<file path="src/rtl/timing_control.sv">
// timing_control: sequence counter driving the one-hot T bus plus a latched opcode decode on D.
// Define TC_STEP_EN to pause in a WAIT state after every instruction until a step pulse.
module timing_control #(
   parameter int SC_W  = 4,
   parameter int CNT_W = 16
) (
   input  logic                   clk,
   input  logic                   R,
   input  logic [2:0]             opcode,
   input  logic                   halt_req,
   input  logic                   step,
   output logic [(1<<SC_W)-1:0]   T,
   output logic [7:0]             D,
   output logic                   instr_done,
   output logic                   halted,
   output logic [CNT_W-1:0]       instr_count
);

   localparam int T_W = 1 << SC_W;

   typedef enum logic [1:0] {S_RUN, S_HALT, S_WAIT} state_t;

   state_t           state_q, state_d;
   logic [SC_W-1:0]  sc_q, sc_d;
   logic [2:0]       op_q, op_d;
   logic             d_en_q, d_en_d;
   logic [CNT_W-1:0] cnt_q, cnt_d;
   logic             is_last;

   // Final T-step of each opcode class.
   function automatic logic [SC_W-1:0] last_step(input logic [2:0] op);
      case (op)
         3'd5:    last_step = SC_W'(3);
         3'd6:    last_step = SC_W'(5);
         3'd7:    last_step = SC_W'(11);
         default: last_step = SC_W'(4);
      endcase
   endfunction

   assign is_last = (state_q == S_RUN) && d_en_q && (sc_q == last_step(op_q));

`ifndef TC_STEP_EN
   logic unused_step;
   assign unused_step = step;
`endif

   always_comb begin
      state_d = state_q;
      sc_d    = sc_q;
      op_d    = op_q;
      d_en_d  = d_en_q;
      cnt_d   = cnt_q;
      unique case (state_q)
         S_RUN: begin
            if (is_last) begin
               sc_d   = '0;
               d_en_d = 1'b0;
               cnt_d  = cnt_q + CNT_W'(1);
               if (halt_req)
                  state_d = S_HALT;
`ifdef TC_STEP_EN
               else
                  state_d = S_WAIT;
`endif
            end else if (sc_q == '1) begin
               // Runaway guard: wrap to fetch without retiring anything.
               sc_d   = '0;
               d_en_d = 1'b0;
            end else begin
               sc_d = sc_q + SC_W'(1);
               if (sc_q == SC_W'(2)) begin
                  op_d   = opcode;
                  d_en_d = 1'b1;
               end
            end
         end
         S_HALT: begin
            if (!halt_req) begin
               state_d = S_RUN;
               sc_d    = '0;
            end
         end
`ifdef TC_STEP_EN
         S_WAIT: begin
            if (halt_req) begin
               state_d = S_HALT;
            end else if (step) begin
               state_d = S_RUN;
               sc_d    = '0;
            end
         end
`endif
         default: begin
            state_d = S_RUN;
            sc_d    = '0;
            d_en_d  = 1'b0;
         end
      endcase
   end

   always_ff @(posedge clk) begin
      if (R) begin
         state_q <= S_RUN;
         sc_q    <= '0;
         op_q    <= 3'd0;
         d_en_q  <= 1'b0;
         cnt_q   <= '0;
      end else begin
         state_q <= state_d;
         sc_q    <= sc_d;
         op_q    <= op_d;
         d_en_q  <= d_en_d;
         cnt_q   <= cnt_d;
      end
   end

   // Outputs decode registered state only; T parks at T0 outside RUN.
   assign T           = (state_q == S_RUN) ? (T_W'(1) << sc_q) : T_W'(1);
   assign D           = ((state_q == S_RUN) && d_en_q) ? (8'(1) << op_q) : 8'h00;
   assign instr_done  = is_last;
   assign halted      = (state_q == S_HALT);
   assign instr_count = cnt_q;

endmodule
</file>
<file path="config.mk">
export PLATFORM = sky130hd
export DESIGN_NAME = timing_control
export DESIGN_NICKNAME = d
export VERILOG_FILES = /design/src/rtl/timing_control.sv
export SDC_FILE = /design/constraint.sdc
export NUM_CORES = 1
export LEC_CHECK = 0
export ABC_CLOCK_PERIOD_IN_PS = 2400
export CORE_MARGIN = 4
export CORE_UTILIZATION = 47
export CTS_BUF_LIST = sky130_fd_sc_hd__clkbuf_8
export CTS_CLUSTER_SIZE = 24
export DETAILED_ROUTE_END_ITERATION = 7
export PLACE_DENSITY = 0.82
export SYNTH_ARGS = -nofsm -noshare
export SYNTH_HDL_FRONTEND = slang
export SYNTH_SLANG_ARGS = --single-unit
</file>
<file path="constraint.sdc">
create_clock -name clk -period 2.4 [get_ports clk]
set_clock_uncertainty 0.2 [all_clocks]
set_input_delay 0.48 -clock clk [delete_from_list [all_inputs] [get_ports clk]]
set_output_delay 0.48 -clock clk [all_outputs]
set_load 0.005 [all_outputs]
</file>
# [Word level (Yosys, flattened, before mapping)]
# Index checks and enable logic that the tools add are counted.
[classes] add_sub_neg=2 n_eq_ne=11 shifts=2 mux=15 bitwise_logic=3 reduce_logical=7
[ops] cell="16-bit by 1-bit adder with 16-bit output, second input constant" count=1
[ops] cell="16-bit two-way mux" count=1
[ops] cell="1-bit by 4-bit left shift with 16-bit output, first input constant" count=1
[ops] cell="4-bit two-way mux" count=3
[ops] cell="4-bit one-hot mux with 3 select lines" count=1
[ops] cell="3-bit equality test, second input constant" count=3
[ops] cell="8-bit two-way mux" count=1
[ops] cell="4-bit one-hot mux with 2 select lines" count=1
[ops] cell="1-bit by 3-bit left shift with 8-bit output, first input constant" count=1
[ops] cell="2-bit two-way mux" count=3
[ops] cell="2-bit != test, second input constant" count=3
[ops] cell="4-bit by 1-bit adder with 4-bit output, second input constant" count=1
[ops] cell="4-bit by 2-bit equality test with 1-bit output, second input constant" count=1
[ops] cell="4-bit equality test" count=1
[ops] cell="4-bit equality test, second input constant" count=1
[ops] cell="4-bit by 2-bit != test with 1-bit output, second input constant" count=1
[ops] cell="2-bit one-hot mux with 2 select lines" count=1
[ops] cell="2-bit AND reduction" count=2
[ops] cell="4-bit AND reduction" count=1
[ops] cell="1-bit two-way mux" count=3
[ops] cell="1-bit inverter" count=3
[ops] cell="3-bit AND reduction" count=1
[ops] cell="2-bit by 1-bit equality test with 1-bit output, second input constant" count=1
[ops] cell="1-bit logical AND" count=2
[ops] cell="2 further kinds" count=2
[word_totals] reg_bits=26

# [Logic depth before layout (Yosys ltp)]
# Gate-level depths: netlist of the first run.
[depth] ltp_word=6 mapped_depth=8 mapped_depth_nobuf=6

# [Least setup slack after synthesis of the first run]
# OpenSTA, ideal clock, no wires.
[synth_timing] kind="register -> register" startpoint="register sc_q[0]" endpoint="register cnt_q[10] (netlist: instr_count[10])" setup_ns=0.070 arrival_ns=1.928 path_slack_ns=0.202 path_stages_with_launch=7 n_path_buf=1 period_less_slack_ns=2.198 path_cell_list="dfxtp_1 inv_2 or3_1 a311o_1 buf_6 or4_1 a21oi_1"
[synth_between] elab_chain_len=3
[synth_rtl] element="start: declaration" line_no="24" source="logic [SC_W-1:0] sc_q, sc_d;"
[synth_rtl] element="start signal: assignment" line_no="104" source="sc_q <= '0;"
[synth_rtl] element="start signal: assignment" line_no="110" source="sc_q <= sc_d;"
[synth_rtl] element="4-bit equality test" line_no="40" source="assign is_last = (state_q == S_RUN) && d_en_q && (sc_q == last_step(op_q));"
[synth_rtl] element="1-bit logical AND" line_no="40"
[synth_rtl] element="2-bit AND reduction (no line)"
[synth_rtl] element="end signal: assignment" line_no="113" source="cnt_q <= cnt_d;"
[synth_rtl] element="end: declaration" line_no="27" source="logic [CNT_W-1:0] cnt_q, cnt_d;"
# Every way passes these cells.
# A chain may end at the register's enable or synchronous reset.

# [Worst setup path after layout of the first run]
[layout_timing] startpoint="register sc_q[1]" endpoint="output T[12]"
[layout_between] elab_chain_len=2
[layout_rtl] element="1-bit by 4-bit left shift with 16-bit output" line_no="118" source="assign T = (state_q == S_RUN) ? (T_W'(1) << sc_q) : T_W'(1);"
[layout_rtl] element="16-bit two-way mux" line_no="118"
[layout_rtl] element="end: declaration" line_no="12" source="output logic [(1<<SC_W)-1:0] T,"
# Every way passes these cells.

==> results of run 1 <==
critical path, delay by kind of cell, from the launching register on:
kind                     cells  cell delay, ns
buffers and inverters        3            0.69
adder cells (fa/ha/maj)      1            0.19
AND/OR/NAND/NOR              1            0.15
flip-flops                   1            0.34
metrics by stage:
step           setup WS, ns  utilization, %  instances
6_report             0.0755            72.5        285
5_1_grt             -0.0149            72.5        285
4_1_cts             0.00797            69.8        284
3_5_place_dp         0.0408            66.6        278
3_3_place_gp         0.0559            66.6        278
2_1_floorplan         0.202               -        191
what timing repair did:
action	CTS	global route
pin swaps	2	4
gates resized for setup	17	27
setup buffers	2	2
hold buffers	0	0
setup endpoints to repair	14	29
registers in the layout, summed over array words and instances, names as in the netlist:
| register | flops |
|---|---|
| op_q | 3 |
| instr_count | 16 |
| state_q | 1 |
| sc_q | 4 |
| d_en_q | 1 |
final cells by class:
cell class | count | area (µm²) | share of cell area [%]
clock buffers | 3 | 41.3 | 1.87
clock inverters | 1 | 3.75 | 0.170
inverters | 8 | 30.0 | 1.36
multi-input cells | 143 | 951 | 43.0
flip-flops and latches | 25 | 517 | 23.3
well taps | 44 | 55.1 | 2.49
repair buffers | 61 | 616 | 27.8
per-layer routing:
metal | track usage (%) | up-vias | part of all wire, %
met4 | 5.80 | 0 | 0.76
met2 | 31.6 | 63 | 48
met3 | 3.47 | 4 | 6.0
met5 | 0 | - | 0
li1 | - | 797 | -
met1 | 24.0 | 711 | 45
logic make-up (layout without fill, tap and decap cells):
| group | count (synthesis) | count (layout) | share of synthesized area (%) |
|---|---|---|---|
| AND/OR/NAND/NOR | 87 | 87 | 32.6 |
| AO/OA/AOI/OAI | 45 | 45 | 19.0 |
| flip-flops | 25 | 25 | 33.4 |
| buffers and inverters | 23 | 73 | 6.77 |
| adder cells (fa/ha/maj) | 7 | 7 | 5.85 |
| XOR/XNOR | 3 | 3 | 1.75 |
| multiplexers | 1 | 1 | 0.668 |
power breakdown:
| group | internal [mW] | switching (mW) |
|---|---|---|
| clock | 0.114 | 0.130 |
| combinational | 0.0727 | 0.0633 |
| sequential | 0.424 | 0.00915 |
final timing paths:
kind | to | slack (ns) | cells after the start
max | T[12] | 0.08 | 5
min | instr_count[15]$_SDFFE_PP0P_ | 0.28 | 2
min reg2reg | instr_count[15]$_SDFFE_PP0P_ | 0.28 | 2
max reg2reg | instr_count[10]$_SDFFE_PP0P_ | 0.11 | 7
cells in the mapped netlist:
cell type,number,area share (%)
sky130_fd_sc_hd__dfxtp_1,25,33
sky130_fd_sc_hd__a21oi_1,20,6.7
sky130_fd_sc_hd__nand2_1,14,3.5
sky130_fd_sc_hd__nor2_1,13,3.3
sky130_fd_sc_hd__and3_1,10,4.2
sky130_fd_sc_hd__clkbuf_1,10,2.5
sky130_fd_sc_hd__o31ai_1,10,5.0
sky130_fd_sc_hd__or4_1,10,5.0
sky130_fd_sc_hd__and2_1,8,3.3
sky130_fd_sc_hd__ha_1,7,5.8
sky130_fd_sc_hd__nand3_1,7,2.3
sky130_fd_sc_hd__inv_1,6,1.5
sky130_fd_sc_hd__o21ai_0,6,2.0
sky130_fd_sc_hd__nor3_1,5,1.7
sky130_fd_sc_hd__a31o_2,4,2.3
sky130_fd_sc_hd__nand4_1,4,1.7
sky130_fd_sc_hd__buf_2,3,1.0
sky130_fd_sc_hd__or3_1,3,1.3
sky130_fd_sc_hd__nand2b_1,2,0.84
sky130_fd_sc_hd__nand3b_1,2,1.0
sky130_fd_sc_hd__nand4b_1,2,1.2
sky130_fd_sc_hd__nor3b_1,2,1.0
sky130_fd_sc_hd__xor2_1,2,1.2
sky130_fd_sc_hd__a21o_1,1,0.50
sky130_fd_sc_hd__a311o_1,1,0.67
sky130_fd_sc_hd__and4b_1,1,0.67
sky130_fd_sc_hd__buf_4,1,0.50
sky130_fd_sc_hd__buf_6,1,0.75
sky130_fd_sc_hd__clkinv_1,1,0.25
sky130_fd_sc_hd__inv_2,1,0.25
sky130_fd_sc_hd__mux2i_1,1,0.67
sky130_fd_sc_hd__nand2_2,1,0.42
sky130_fd_sc_hd__nor2b_1,1,0.42
sky130_fd_sc_hd__nor4_1,1,0.42
sky130_fd_sc_hd__o211a_1,1,0.67
sky130_fd_sc_hd__o21a_1,1,0.50
sky130_fd_sc_hd__o31a_1,1,0.58
sky130_fd_sc_hd__or2_2,1,0.42
sky130_fd_sc_hd__xnor2_1,1,0.58
==> results.txt, run 1 <==
----------------------------------------------------
[Global route]
  GRT overflow ... 0
  Via count of the first global-routing pass ... between 1000 and 1500
  Aggregate global-route resource usage ... between 10% and 20%
  Maximum number of pins on one net before global-route repair ... 34
  First-pass GRT wire length ... 6380 µm
  Initial antenna violation count ... 0

[Placed design]
  Half-perimeter wire length after detailed placement ... 2640 µm
  Port Buffers ... between 40 and 50
  Routability cong. ... between 0.7 and 0.8
  Placed cell area ... 0.00203 mm²

[Final layout]
  Leading cell types in the layout, fill and taps excluded ... 35 x sky130_fd_sc_hd__clkdlybuf4s50_1, 18 x sky130_fd_sc_hd__a21oi_1, 18 x sky130_fd_sc_hd__dfxtp_1, 14 x sky130_fd_sc_hd__nand2_1, 12 x sky130_fd_sc_hd__nor2_1
  Total number of nets in the final design ... around 260
  Leading cell type in the layout, fill and taps excluded ... sky130_fd_sc_hd__clkdlybuf4s50_1
  Area growth from synthesis to layout ... 47.8%
  Filler instances ... roughly 250
  Ratio of cells with drive above 1 in the final layout ... 18.3%
  Antenna cells ... 0
  Fin area ... 0.00221 mm²

[Timing]
  Highest attainable clock frequency ... between 400 and 500 MHz
  Worst slew pin tran ... around 0.46 ns
  Time the final worst path needs with I/O delays and setup ... between 2 and 2.5 ns
  Setup repair after global routing missed its margin ... true
  Number of hold violations in the final report ... 0
  Final setup violating endpoints ... 0
  Hold slack ... approximately 0.28 ns
  Post-route fraction of the period consumed by the critical path ... 96.9%
  Slew headroom ... a little over two thirds
  Final Slew Violations ... 0
  Post-route setup TNS ... 0 ns

[Setup path]
  Worst path slowest cell ... sky130_fd_sc_hd__clkdlybuf4s50_1
  Category of the most critical setup path ... register to output port
  Crit. End Element ... output port
  Worst stage delay on the critical path ... between 0.4 and 0.5 ns
  Max FO, Critical Path ... 5
  Reg2Reg Launch Point ... op_q[0]$_SDFFE_PP0P_
  Data required time of the worst path ... between 1.5 and 2 ns
  Chain of cells forming the critical path ... buf_6 -> inv_1 -> ha_2 -> and3_1 -> clkdlybuf4s50_1
  Worst setup SP type ... register
  Worst setup startpoint ... sc_q[1]$_SDFFE_PP0P_
  CP Data Arrival Time ... between 1.5 and 2 ns

[Drt]
  Routed length per placed instance ... around 13 µm
  Total length of routed wires ... between 3000 and 4000 µm
  Vias/cell ... ~5.5
  Residual DRC count ... 0
  First-pass DRT Iterations ... 4
  Residual antenna-violating net count after detailed routing ... 0
  Initial detailed-routing violation count ... 53
  Overall via count from detail_route ... around 1600

[Yosys]
  Distinct cell type count of the synthesized netlist ... 39
  Synthesized area ... between 0.001 and 0.0015 mm²
  Post-synthesis sequential area ratio ... 33.4%
  Net count of the mapped netlist ... between 200 and 250
  Syn_area_per_cell ... a little under 8 µm²
  Count of state elements after synthesis ... 25
  Mapped Cells ... about 190
  Number of warnings reported in the yosys synthesis log ... 0

[Power]
  VDD IR max ... approximately 0.00035 V
  Power density of the placed cells ... about 370 mW/mm²
  Design Power ... between 0.8 and 0.9 mW
  Leakage component of the power ... around 0.96 nW

[CTS]
  Clock net sink count ... 25
  Depth of the CTS H-tree ... 1
  Clock latency of the later-clocked register in the worst-skew pair ... about 0.26 ns
  Reg clk slew, reported paths ... 0.08 ns
  Buffer type at the clock tree root ... sky130_fd_sc_hd__clkbuf_8
  TritonCTS clock tree ... done
  Maximum count of clock buffers along a single path ... 2
  Number of buffers inserted during clock tree synthesis ... 3

[Floorplan]
  Full die area ... around 0.0042 mm²
  Floorplan row count ... 20
  Total I/O pin count ... slightly below 50
  Core outline area ... between 0.003 and 0.004 mm²
  Starting Density ... roughly half
  Die Ht ... 64.5 µm
  Die W ... about 64 µm

[Hold path]
  Min-Delay Path Class ... register to register
  Worst hold path startpoint ... instr_count[15]$_SDFFE_PP0P_

[Run status]
  Result of the run ... completed

[Run]
  Number of maximum-capacitance constraint violations ... 0

----------------------------------------------------
(Power assumes the default switching activity.)
==> run 2: changes to the inputs <==
SLEW_MARGIN = 5   (was unset)
==> results of run 2 <==
No change in the layout: final DEF, timing and power equal those of run 1.
